<file path="config.mk">
export PLATFORM = sky130hd
export DESIGN_NAME = cmp_seq_flat
export DESIGN_NICKNAME = d
export VERILOG_FILES = /design/src/rtl/cmp_seq_if.sv /design/src/rtl/cmp_seq.sv /design/src/flat_wrapper.sv
export SDC_FILE = /design/constraint.sdc
export NUM_CORES = 1
export LEC_CHECK = 0
export CAP_MARGIN = 15
export CORE_MARGIN = 3
export CORE_UTILIZATION = 54
export CTS_BUF_LIST = sky130_fd_sc_hd__clkbuf_4 sky130_fd_sc_hd__clkbuf_8 sky130_fd_sc_hd__clkbuf_16
export CTS_CLUSTER_DIAMETER = 200
export DETAILED_ROUTE_END_ITERATION = 6
export HOLD_SLACK_MARGIN = 0.06
export PLACE_DENSITY = 0.85
export SLEW_MARGIN = 20
export SYNTH_ARGS = -nofsm -noshare
export SYNTH_HDL_FRONTEND = slang
export SYNTH_SLANG_ARGS = --single-unit
</file>
<file path="constraint.sdc">
create_clock -name clk -period 7.3 [get_ports clk]
set_clock_uncertainty 0.1 [all_clocks]
set_input_delay 1.46 -clock clk [delete_from_list [all_inputs] [get_ports clk]]
set_output_delay 1.46 -clock clk [all_outputs]
set_load 0.005 [all_outputs]
</file>
<file path="src/rtl/cmp_seq_if.sv">
`default_nettype none
// ============================================================================
// cmp_seq_if : start/flush/operand request and ready/done/result response
// Revision   : 1.0
// ============================================================================
interface cmp_seq_if #(
  parameter int WIDTH = 32
);
  logic             i_Start;
  logic             i_Flush;
  logic [WIDTH-1:0] i_RsIn;
  logic [WIDTH-1:0] i_RtIn;
  logic [3:0]       i_Mode;
  logic             o_Ready;
  logic             o_Done;
  logic             o_Result;

  modport master (
    output i_Start, i_Flush, i_RsIn, i_RtIn, i_Mode,
    input  o_Ready, o_Done, o_Result
  );

  modport slave (
    input  i_Start, i_Flush, i_RsIn, i_RtIn, i_Mode,
    output o_Ready, o_Done, o_Result
  );
endinterface
`default_nettype wire

</file>
<file path="src/rtl/cmp_seq.sv">
`default_nettype none
// ============================================================================
// cmp_seq : multi-cycle MSB-first chunked branch condition comparator
// Revision: 1.0
// ============================================================================
module cmp_seq #(
  parameter int WIDTH      = 32,
  parameter int CHUNK      = 8,
  parameter int EARLY_EXIT = 1
) (
  input  wire logic  clk,
  input  wire logic  reset_n,
  cmp_seq_if.slave   bus
);
  localparam int N     = WIDTH / CHUNK;
  localparam int IDX_W = (N > 1) ? $clog2(N) : 1;

  localparam logic [3:0] M_EQ  = 4'd0;
  localparam logic [3:0] M_NEQ = 4'd1;
  localparam logic [3:0] M_LEZ = 4'd2;
  localparam logic [3:0] M_GEZ = 4'd3;
  localparam logic [3:0] M_LZ  = 4'd4;
  localparam logic [3:0] M_GZ  = 4'd5;
  localparam logic [3:0] M_LT  = 4'd6;
  localparam logic [3:0] M_GE  = 4'd7;
  localparam logic [3:0] M_LTU = 4'd8;
  localparam logic [3:0] M_GEU = 4'd9;

  typedef enum logic [1:0] {
    IDLE = 2'd0,
    RUN  = 2'd1,
    DONE = 2'd2
  } state_t;

  state_t             state;
  logic [WIDTH-1:0]   a_q;
  logic [WIDTH-1:0]   b_q;
  logic [3:0]         mode_q;
  logic [IDX_W-1:0]   idx;
  logic               eq;
  logic               lt;
  logic               done_q;
  logic               result_q;

  logic [CHUNK-1:0]   a_chunks [N];
  logic [CHUNK-1:0]   b_chunks [N];
  logic [CHUNK-1:0]   a_chunk;
  logic [CHUNK-1:0]   b_chunk;
  logic               new_diff;
  logic               eq_nxt;
  logic               lt_nxt;
  logic               finish;
  logic               res_nxt;
  logic               zero_mode;
  logic               signed_mode;
  logic [WIDTH-1:0]   a_lat;
  logic [WIDTH-1:0]   b_lat;

  generate
    for (genvar g = 0; g < N; g++) begin : g_chunk
      assign a_chunks[g] = a_q[g*CHUNK +: CHUNK];
      assign b_chunks[g] = b_q[g*CHUNK +: CHUNK];
    end
  endgenerate

  // Signed orderings become unsigned by flipping both sign bits at accept.
  always_comb begin
    zero_mode   = (bus.i_Mode >= M_LEZ) && (bus.i_Mode <= M_GZ);
    signed_mode = (bus.i_Mode >= M_LEZ) && (bus.i_Mode <= M_GE);
    a_lat       = bus.i_RsIn;
    b_lat       = zero_mode ? '0 : bus.i_RtIn;
    if (signed_mode) begin
      a_lat[WIDTH-1] = ~a_lat[WIDTH-1];
      b_lat[WIDTH-1] = ~b_lat[WIDTH-1];
    end
  end

  always_comb begin
    a_chunk  = a_chunks[idx];
    b_chunk  = b_chunks[idx];
    new_diff = eq && (a_chunk != b_chunk);
    eq_nxt   = eq && !new_diff;
    lt_nxt   = new_diff ? (a_chunk < b_chunk) : lt;
    finish   = (idx == '0) || ((EARLY_EXIT != 0) && new_diff);
    case (mode_q)
      M_EQ:         res_nxt = eq_nxt;
      M_NEQ:        res_nxt = !eq_nxt;
      M_LEZ:        res_nxt = lt_nxt || eq_nxt;
      M_GEZ:        res_nxt = !lt_nxt;
      M_LZ:         res_nxt = lt_nxt;
      M_GZ:         res_nxt = !lt_nxt && !eq_nxt;
      M_LT, M_LTU:  res_nxt = lt_nxt;
      M_GE, M_GEU:  res_nxt = !lt_nxt;
      default:      res_nxt = 1'b0;
    endcase
  end

  always_ff @(posedge clk) begin
    if (!reset_n) begin
      state    <= IDLE;
      a_q      <= '0;
      b_q      <= '0;
      mode_q   <= '0;
      idx      <= '0;
      eq       <= 1'b0;
      lt       <= 1'b0;
      done_q   <= 1'b0;
      result_q <= 1'b0;
    end else begin
      done_q <= 1'b0;
      case (state)
        IDLE, DONE: begin
          if (bus.i_Start) begin
            a_q    <= a_lat;
            b_q    <= b_lat;
            mode_q <= bus.i_Mode;
            idx    <= IDX_W'(N - 1);
            eq     <= 1'b1;
            lt     <= 1'b0;
            state  <= RUN;
          end else begin
            state <= IDLE;
          end
        end
        RUN: begin
          if (bus.i_Flush) begin
            state <= IDLE;
          end else begin
            eq <= eq_nxt;
            lt <= lt_nxt;
            if (finish) begin
              state    <= DONE;
              done_q   <= 1'b1;
              result_q <= res_nxt;
            end else begin
              idx <= idx - 1'b1;
            end
          end
        end
        default: state <= IDLE;
      endcase
    end
  end

  assign bus.o_Ready  = (state != RUN);
  assign bus.o_Done   = done_q;
  assign bus.o_Result = result_q;
endmodule
`default_nettype wire

</file>
<file path="src/flat_wrapper.sv">
// flat-port wrapper written by rule: the top's interface ports become plain ports
module cmp_seq_flat 
#(
  parameter int WIDTH      = 32,
  parameter int CHUNK      = 8,
  parameter int EARLY_EXIT = 1
)
  (clk, reset_n, bus_i_Start, bus_i_Flush, bus_i_RsIn, bus_i_RtIn, bus_i_Mode, bus_o_Ready, bus_o_Done, bus_o_Result);
  cmp_seq_if #(.WIDTH(WIDTH)) bus_i ();
  input  wire logic clk;
  input  wire logic reset_n;
  input wire logic [$bits(bus_i.i_Start)-1:0] bus_i_Start;
  input wire logic [$bits(bus_i.i_Flush)-1:0] bus_i_Flush;
  input wire logic [$bits(bus_i.i_RsIn)-1:0] bus_i_RsIn;
  input wire logic [$bits(bus_i.i_RtIn)-1:0] bus_i_RtIn;
  input wire logic [$bits(bus_i.i_Mode)-1:0] bus_i_Mode;
  output wire logic [$bits(bus_i.o_Ready)-1:0] bus_o_Ready;
  output wire logic [$bits(bus_i.o_Done)-1:0] bus_o_Done;
  output wire logic [$bits(bus_i.o_Result)-1:0] bus_o_Result;
  assign bus_i.i_Start = bus_i_Start;
  assign bus_i.i_Flush = bus_i_Flush;
  assign bus_i.i_RsIn = bus_i_RsIn;
  assign bus_i.i_RtIn = bus_i_RtIn;
  assign bus_i.i_Mode = bus_i_Mode;
  assign bus_o_Ready = bus_i.o_Ready;
  assign bus_o_Done = bus_i.o_Done;
  assign bus_o_Result = bus_i.o_Result;
  cmp_seq #(.WIDTH(WIDTH), .CHUNK(CHUNK), .EARLY_EXIT(EARLY_EXIT)) u_core (.clk(clk), .reset_n(reset_n), .bus(bus_i));
endmodule
</file>
==> out/qor.txt, run 1 <==
Status: complete, no violations
Part of the power in registers: 0.482
Clock tree buffer depth: 2
Relative max-transition margin: 0.3728
Final min period: 3564 ps
CP cell instances: clkdlybuf4s50_1 > clkinv_2 > a211oi_1 > o21ai_0 > o211ai_1
Avg WL per Cell: 14.99 um
CP max-delay cell: clkinv_2
Die ar.: 7204 um2
Setup crit start kind: primary input
Syn. warnings: 0
Power share of the clock group: 0.329
Final setup fails: 0
Crit share post-route: 0.4882
Clk sinks: 76
Area post-placement: 4114 um2
# resized after CTS: 0
Sw Share: 0.2663
Register bit count reported by yosys: 76
Antenna violations before repair: 0
Main area contributors after synthesis: dfxtp_1 (45%), mux4_2 (11%), nand2_1 (8.2%), a22oi_1 (6.9%), a21oi_1 (6.4%)
Post-synth net total: 456
Max VDD drop: 0.1614 mV
Worst skew pair latency: 350 ps
Hpwl dp: 5278 um
Register area share after synthesis: 0.4529
Area Overhead vs Synth: 28.31%
DRC Markers: 0
CP max stage delay: 740 ps
Crit-path leading delay family: buffers and inverters
Synth Instances: 375
Chip width: 84.88 um
Port bufs: 74
WL final: 7707 um
RSZ-0062 raised after global routing: no
Routability cong.: 0.8060
Final nets: 516
Critical path class: primary input to flip-flop
Worst min path class: flip-flop to flip-flop
Finished Layout Cells: 514
Commonest non-fill, non-tap cell in the layout: dfxtp_1
Fraction of registers with async set/reset: 0
NetSw: 0.0002523 W
Vias in the first global route: 2912
Site Rows: 28
Max Slew Vio Count: 0
Final hold vios: 0
DIE HEIGHT: 84.88 um
Top FF cell, synth: dfxtp_1
Fmax: 280.6 MHz
Post-synth EDFFs: 0
CTS Buf Count: 9
Most frequent cells in the layout: dfxtp_1 (76), clkdlybuf4s50_1 (74), nand2_1 (73)
TritonCTS clock tree: yes
Fin area: 4310 um2
Share of cells above drive strength 1: 0.1025
Share of the synthesized area in the top cell type: 0.4529
H-tree depth: 3
Clk pin slew, worst setup/hold paths: 70 ps
Pwr Density: 219.8 nW/um2
Worst setup EP type: flip-flop
Internal power: 0.0006951 W
Critical Path AT: 3740 ps
Via-to-Cell Ratio: 5.698
Synth cell types: 36
Syn_area_per_cell: 8.959 um2
Lkg Pwr: 1.601 nW
First-pass GRT wire length: 13080 um
Cell Area, Synth: 3359 um2
Core Area: 5956 um2
CTS Hold Buffers Added: 0
ANT nets after route: 0
Diodes inserted: 0
Worst-path fanout max: 74
Worst Tran Pin Value: 940.8 ps
Comb power frac: 0.189
GR Overflow Total: 0
Worst path required time: 7470 ps
Drt pass-1 iters: 5
Setup Fix Bufs, Post-CTS: 0
Max-cap viol count: 0
Vias: 2929
Bufs and invs on worst path: 2
Starting DRT DRC Count: 183
Largest net degree at the start of global routing: 75
Placed Cells: 499
Largest area contributor in the netlist: dfxtp_1
Initial Util: 0.5641
Post-route setup TNS: 0 ps
Gr usage total: 0.2280
Io pins: 75
Root Driver: clkbuf_8
routing by layer:
layer / track usage / wire length, um / up-vias / share of wire
li1: - / - / 1432 / -
met1: 0.2694 / 3110 / 1395 / 0.40
met2: 0.3950 / 4055 / 83 / 0.53
met3: 0.06214 / 369 / 19 / 0.048
met4: 0.08777 / 172 / 0 / 0.022
met5: 0 / 0 / - / 0
per-stage QoR:
stage | hold WS, ps | utilization | power [W] | setup WS [ps]
global placement | 341.0 | 0.6908 | 0.0006360 | 3571
CTS | 357.5 | 0.7227 | 0.0009539 | 3810
detailed placement | 347.1 | 0.6908 | 0.0006436 | 3454
finish | 359.3 | 0.7237 | 0.0009473 | 3736
global route | 381.6 | 0.7237 | 0.0009929 | 3447
floorplan | 328.8 | - | 0.0005741 | 4286
layout make-up:
| class | count | area, um2 |
|---|---|---|
| multi-input cells | 258 | 1692 |
| fillers | 470 | 1645 |
| flip-flops and latches | 76 | 1521 |
| repair buffers | 77 | 763.2 |
| clock buffers | 10 | 137.6 |
| well taps | 75 | 93.84 |
| clock inverters | 5 | 52.55 |
| inverters | 13 | 50.05 |
worst paths after layout:
path | startpoint | endpoint | slack, ps | cells past startpoint
max reg2reg | u_core.idx[1] | u_core.idx[0] | 4010 | 7
max | reset_n | u_core.bus.o_Result | 3740 | 5
min reg2reg | u_core.a_q[17] | u_core.a_q[17] | 360 | 2
min | u_core.a_q[17] | u_core.a_q[17] | 360 | 2
Yosys cell counts, drive strengths merged, types with 2 or more instances:
cell / number
nand2b: 2
nand3: 2
dfxtp: 76
o211ai: 4
a22oi: 31
nor3: 4
a21o: 2
o21ai: 4
inv: 13
a211oi: 4
or2: 3
mux4: 16
xnor2: 2
a21oi: 43
nand2: 73
nand4b: 2
nand4: 2
ha: 9
nor2b: 3
nor2: 42
clkbuf: 20
buf: 8
logic make-up (layout without fill, tap and decap cells):
kind of cell | count (synthesis) | count (layout) | share of synthesized area
compound gates | 94 | 94 | 0.1773
xor+xnor | 2 | 2 | 0.005215
fa+ha+maj | 9 | 9 | 0.03352
buf+inv | 41 | 105 | 0.04730
flops | 76 | 76 | 0.4529
mux | 16 | 16 | 0.1073
simple gates | 137 | 137 | 0.1765
power groups by stage:
stage	registers (W)	clock network, W	logic (W)
2_1_floorplan	0.000458	0	0.000117
3_3_place_gp	0.000464	0	0.000172
3_5_place_dp	0.000466	0	0.000178
4_1_cts	0.000457	0.000318	0.000179
5_1_grt	0.000460	0.000332	0.000201
6_report	0.000457	0.000312	0.000179
registers in the layout, summed over array words and instances, names as in the netlist:
register             flops
u_core.eq                1
u_core.idx               2
u_core.lt                1
u_core.bus.o_Result      1
u_core.state             2
u_core.a_q              32
u_core.bus.o_Done        1
u_core.b_q              32
u_core.mode_q            4
tightest hold or removal path: cells and delay by family (launching register included):
family           cells  cell delay, ps
AO/OA/AOI/OAI        1              50
flip-flops           1             310
AND/OR/NAND/NOR      1              50
Power figures use the tool's default switching activity.
==> run 2, diff against run 1 <==
CORE_UTILIZATION = 50   (was 54)
PLACE_DENSITY = 0.79   (was 0.85)
clock period = 3.6 ns   (was 7.3 ns; I/O delays follow)
==> run 2 against run 1 <==
Net effect:
- core utilization down 4.0 points
- via count up 0.48%
- sequential power rose by 100%
- first-iteration DRC count grew 6.0%
- critical path depth is 3 higher
- largest power group unchanged
- total power increased by 120%
- die area grew 7.4%
- sequential cell count did not move
- worst hold slack got worse by 2.4 ps
- global-route usage down 0.54 points
- critical endpoint is now u_core.idx[1]
- highest routed layer unchanged
- wire length is 5.2% higher
- clock power grew to 2.6 times the previous value
==> out/qor.txt, run 2 (synthesis results as in run 1) <==
Status: complete, no violations
Final nets: 519 (+0.58%)
Worst skew pair latency: 360 ps (about the same)
Most frequent cells in the layout: dfxtp_1 (76), clkdlybuf4s50_1 (74), nand2_1 (73)
Most crowded layer after global routing: met2
Io pins: 75 (unchanged)
Final min period: 2976 ps
DRC Markers: 0 (unchanged)
DIE HEIGHT: 87.97 um (+3.6%)
Clock tree buffer depth: 2 (unchanged)
Clk sinks: 76 (unchanged)
WL final: 8109 um (+5.2%)
Fmax: 336.1 MHz
Grt met1 use: 0.2755 (+0.006111)
Worst Tran Pin Value: 655.2 ps (-285.6 ps)
R2R Path End: u_core.idx[1]
Post-route setup TNS: 0 ps (unchanged)
Setup Fix Bufs, Post-CTS: 0 (unchanged)
Met3 usage: 0.03669 (-0.02545)
Register area: 1521 um2 (unchanged)
Critical Path AT: 3120 ps (-620 ps)
R2R Setup Slk: 620 ps (-3390 ps)
# resized after CTS: 0 (unchanged)
Final setup fails: 0 (unchanged)
Area Overhead vs Synth: 30.76%
Antenna violations before repair: 0 (unchanged)
Root Driver: clkbuf_8
Worst path required time: 3750 ps (-3720 ps)
Hold Path Sink: u_core.a_q[7]
ANT nets after route: 0 (unchanged)
RSZ-0062 raised after global routing: no
Max Slew Vio Count: 0 (unchanged)
Port bufs: 74 (unchanged)
Worst min path class: flip-flop to flip-flop
Area post-placement: 4139 um2 (+0.61%)
Core Area: 6422 um2 (+7.8%)
Via-to-Cell Ratio: 5.660 (-0.68%)
R2R depth: 8 (+1)
Worst hold slack: 356.8 ps (-2.445 ps)
GR Overflow Total: 0 (unchanged)
Die ar.: 7739 um2 (+7.4%)
Site Rows: 29 (+3.6%)
Worst setup EP type: flip-flop
Hold depth: 2 (unchanged)
Gr usage total: 0.2225 (-0.005444)
Diodes inserted: 0 (unchanged)
Final hold vios: 0 (unchanged)
Vias in the first global route: 2788 (-4.3%)
Hpwl dp: 5723 um (+8.4%)
Drt pass-1 iters: 5 (unchanged)
TritonCTS clock tree: yes
Crit share post-route: 0.8266
Largest registers: u_core.a_q (32), u_core.b_q (32), u_core.mode_q (4)
Share of cells above drive strength 1: 0.1106 (+0.008104)
Relative max-transition margin: 0.5626 (+0.1897)
Worst-path fanout max: 19 (-74%)
Reg-to-reg startpoint: u_core.idx[0]
Chip width: 87.97 um (+3.6%)
Starting DRT DRC Count: 194 (+6.0%)
Hold_sp: u_core.a_q[7]
Lkg Pwr: 1.647 nW (+2.9%)
Clk pin slew, worst setup/hold paths: 80 ps (about the same)
CTS Buf Count: 9 (unchanged)
Vias: 2943 (+0.48%)
Largest net degree at the start of global routing: 52 (-31%)
First-pass GRT wire length: 13190 um (+0.84%)
CTS Hold Buffers Added: 0 (unchanged)
Avg WL per Cell: 15.59 um (+4.0%)
Pwr Density: 481.3 nW/um2 (+120%)
Critical path class: flip-flop to flip-flop
Max VDD drop: 0.2849 mV (+76%)
Max-cap viol count: 0 (unchanged)
Commonest non-fill, non-tap cell in the layout: dfxtp_1
H-tree depth: 3 (unchanged)
Fin area: 4393 um2 (+1.9%)
Setup crit start kind: flip-flop
Met2 usage: 0.3767 (-0.01831)
# fillers: 524 (+11%)
Area of the multi-input gates: 1687 um2 (-0.30%)
Routability cong.: 0.8644 (+7.2%)
Initial Util: 0.5231 (-0.04099)
-- run 2: area by class of cell --
| type | instances | share of cell area |
|---|---|---|
| flip-flops and latches | 76 | 0.3463 |
| inverters | 13 | 0.01111 |
| multi-input cells | 258 | 0.3839 |
| clock inverters | 4 | 0.02165 |
| repair buffers | 80 | 0.1789 |
| well taps | 77 | 0.02193 |
| clock buffers | 12 | 0.03617 |
-- run 2: power breakdown --
group	switching [W]	internal (W)	leakage, nW	total (W)
logic	0.000179	0.000189	0.894	0.000368
registers	0.0000351	0.000891	0.624	0.000926
clock network	0.000315	0.000505	0.130	0.000821
total	0.000529	0.00159	1.65	0.00211
-- run 2: how the worst max path moves through the flow --
stage	slack [ps]	startpoint	cells after the start	to
3_3_place_gp	740	u_core.idx[0]	8	u_core.bus.o_Result
5_1_grt	360	u_core.idx[0]	8	u_core.idx[1]
3_5_place_dp	670	u_core.idx[0]	8	u_core.bus.o_Result
4_1_cts	650	u_core.idx[0]	8	u_core.bus.o_Result
2_1_floorplan	590	u_core.idx[0]	9	u_core.bus.o_Result
6_report	620	u_core.idx[0]	8	u_core.idx[1]
-- run 2: worst max-delay path, cell delays in order, from the launching register on --
cell and delay, ps:
dfxtp_1 310, buf_4 300, mux4_2 540, ha_1 340, nand4_1 210, o21ai_1 460
and3_1 330, nand4b_1 120, o311a_1 130
-- run 2: stage by stage --
| stage | cells | setup WS [ps] | total power (W) | util |
|---|---|---|---|---|
| finish | 520 | 624.4 | 0.002114 | 0.6840 |
| global route | 520 | 363.5 | 0.002197 | 0.6840 |
| CTS | 520 | 647.3 | 0.002119 | 0.6840 |
| detailed placement | 504 | 673.6 | 0.001309 | 0.6445 |
| global placement | 504 | 742.5 | 0.001295 | 0.6445 |
| floorplan | 375 | 585.6 | 0.001164 | - |
-- run 2: metal layers --
| layer | up-vias | share of wire |
|---|---|---|
| met2 | 67 | 0.53 |
| met5 | - | 0 |
| li1 | 1443 | - |
| met1 | 1416 | 0.41 |
| met3 | 17 | 0.041 |
| met4 | 0 | 0.021 |
==> run 3, diff against run 2 <==
CORE_UTILIZATION = 45   (was 50)
PLACE_DENSITY = 0.75   (was 0.79)
clock period = 2.63 ns   (was 3.6 ns; I/O delays follow)
==> run 3 against run 2 <==
Net effect:
- final cell count up 6.2%
- sequential power up 37%
- worst hold slack about the same
- worst setup slack worse by 610 ps
- core utilization down 3.1 points
- register-to-register slack worse by 610 ps
- fmax up 14%
- die area up 10%
- combinational power up 67%
- largest power group unchanged
==> out/qor.txt, run 3 (synthesis results as in run 1) <==
Vias in the first global route: 2910 (+4.4%)
WL final: 8531 um (+5.2%)
Crit share post-route: 0.9947 (+0.1681)
Critical Path AT: 2760 ps (-360 ps)
Core Area: 7019 um2 (+9.3%)
Internal power: 0.001925 W (+21%)
Lkg Pwr: 1.676 nW (+1.8%)
Final min period: 2616 ps (-359.6 ps)
Root Driver: clkbuf_8
TritonCTS clock tree: yes
Worst min path class: flip-flop to flip-flop
Drt pass-1 iters: 5 (unchanged)
Most frequent cells in the layout: clkdlybuf4s50_1 (74), dfxtp_1 (74), nand2_1 (73)
Final setup fails: 0 (unchanged)
Clock tree buffer depth: 2 (unchanged)
Comb power frac: 0.226 (+0.052)
First-pass GRT wire length: 13550 um (+2.7%)
NetSw: 0.0007813 W (+48%)
Clk pin slew, worst setup/hold paths: 80 ps (about the same)
Largest registers: u_core.a_q (32), u_core.b_q (32), u_core.mode_q (4)
# fillers: 579 (+10%)
Sw Share: 0.2887 (+0.03841)
Placed Cells: 535 (+6.2%)
Max VDD drop: 0.3884 mV (+36%)
Die ar.: 8539 um2 (+10%)
Starting DRT DRC Count: 185 (-4.6%)
Port bufs: 74 (unchanged)
Chip width: 92.41 um (+5.0%)
Largest net degree at the start of global routing: 74 (+42%)
CP max stage delay: 490 ps (-50 ps)
Crit-path leading delay family: simple AND/OR/NAND/NOR gates
RSZ-0062 raised after global routing: yes
Pwr Density: 590.3 nW/um2 (+23%)
Initial Util: 0.4786 (-0.04448)
Avg WL per Cell: 15.45 um (-0.89%)
Diodes inserted: 0 (unchanged)
Final hold vios: 0 (unchanged)
Crit path launch: u_core.idx[0]
Fmax: 382.3 MHz (+14%)
Clk sinks: 76 (unchanged)
Vias: 3031 (+3.0%)
Worst skew pair latency: 360 ps (about the same)
DRC Markers: 0 (unchanged)
Status: complete, no violations
Hold_sp: u_core.a_q[4]
Post-route setup TNS: 0 ps (unchanged)
Io pins: 75 (unchanged)
Gr usage total: 0.1966 (-0.02591)
CP cell instances: buf_6 > mux4_2 > ha_1 > nand4_1 > or4_1 > a211o_1 > o2111ai_2 > o211ai_1
Setup crit start kind: flip-flop
Hold depth: 2 (unchanged)
R2R depth: 8 (unchanged)
Area Overhead vs Synth: 36.46%
Area of the multi-input gates: 1787 um2 (+5.9%)
Hold Path Sink: u_core.a_q[4]
Relative max-transition margin: 0.6790 (+0.1164)
Register area: 1526 um2 (+0.33%)
CP max-delay cell: mux4_2
Worst Tran Pin Value: 479.4 ps (-175.8 ps)
R2R Path End: u_core.bus.o_Result
ANT nets after route: 0 (unchanged)
Max-cap viol count: 0 (unchanged)
Reg-to-reg startpoint: u_core.idx[0]
Share of cells above drive strength 1: 0.1645 (+0.05386)
CTS Hold Buffers Added: 0 (unchanged)
Part of the power in registers: 0.469 (+0.031)
Bufs and invs on worst path: 1 (unchanged)
Worst path required time: 2770 ps (-980 ps)
Max Slew Vio Count: 0 (unchanged)
Routability cong.: 0.8350 (-3.4%)
Final nets: 532 (+2.5%)
DIE HEIGHT: 92.41 um (+5.0%)
Finished Layout Cells: 552 (+6.2%)
Worst-path fanout max: 6 (-13)
CTS Buf Count: 9 (unchanged)
Site Rows: 30 (+3.4%)
Worst setup EP type: flip-flop
Worst hold slack: 356.6 ps (-0.2220 ps)
Power share of the clock group: 0.305 (-0.083)
Antenna violations before repair: 0 (unchanged)
GR Overflow Total: 0 (unchanged)
H-tree depth: 3 (unchanged)
Critical path class: flip-flop to flip-flop
Hpwl dp: 5803 um (+1.4%)
R2R Setup Slk: 10 ps (-610 ps)
Via-to-Cell Ratio: 5.491 (-3.0%)
run 3: how the worst max path moves through the flow:
stage / cells past startpoint / slack (ps) / end
2_1_floorplan: 9 / -80 / u_core.bus.o_Result
3_3_place_gp: 8 / 7 / u_core.bus.o_Result
3_5_place_dp: 9 / -60 / u_core.idx[1]
4_1_cts: 9 / -6 / u_core.bus.o_Result
5_1_grt: 8 / -60 / u_core.bus.o_Result
6_report: 8 / 10 / u_core.bus.o_Result
run 3: tightest hold or removal path, cell delays in order (launching register included):
cell,delay [ps]
dfxtp_1,310
nand2_1,50
a21oi_1,50
run 3: through the flow:
stage / power, W / instance area (um2) / utilization / setup WS, ps
global route: 0.002825 / 4584 / 0.6531 / -63.48
finish: 0.002706 / 4584 / 0.6531 / 13.98
floorplan: 0.001608 / 3407 / - / -82.43
detailed placement: 0.001846 / 4304 / 0.6132 / -58.09
CTS: 0.002657 / 4502 / 0.6414 / -5.830
global placement: 0.001828 / 4304 / 0.6132 / 7.421
run 3: repair_timing:
item / in CTS / in global routing
pin swaps: 3 / 6
gates cloned: 0 / 0
buffers inserted: 0 / 1
endpoints found under the setup margin: 3 / 3
resized for setup: 5 / 13
endpoints found under the hold margin: 0 / 0
run 3: area by class of cell:
| type | count | share of cell area |
|---|---|---|
| clock buffer | 11 | 0.03166 |
| clock inverter | 5 | 0.008188 |
| inverter | 13 | 0.01064 |
| multi-input combinational | 258 | 0.3897 |
| sequential | 76 | 0.3330 |
| tap | 96 | 0.02620 |
| timing repair buffer | 93 | 0.2006 |
run 3: power by group through the flow:
stage	clock, W	sequential (W)	combinational (W)
floorplan	0	0.00127	0.000337
global placement	0	0.00129	0.000538
detailed placement	0	0.00129	0.000554
CTS	0.000825	0.00127	0.000566
global route	0.000880	0.00128	0.000669
finish	0.000825	0.00127	0.000613
run 3: layer usage:
metal  vias to the layer above  GRT usage  routed length (um)
met5                         -          0                   0
met1                      1461     0.2455                3485
met2                        93     0.3335                4325
li1                       1464          -                   -
met4                         0    0.06931                 164
met3                        13    0.04387                 555
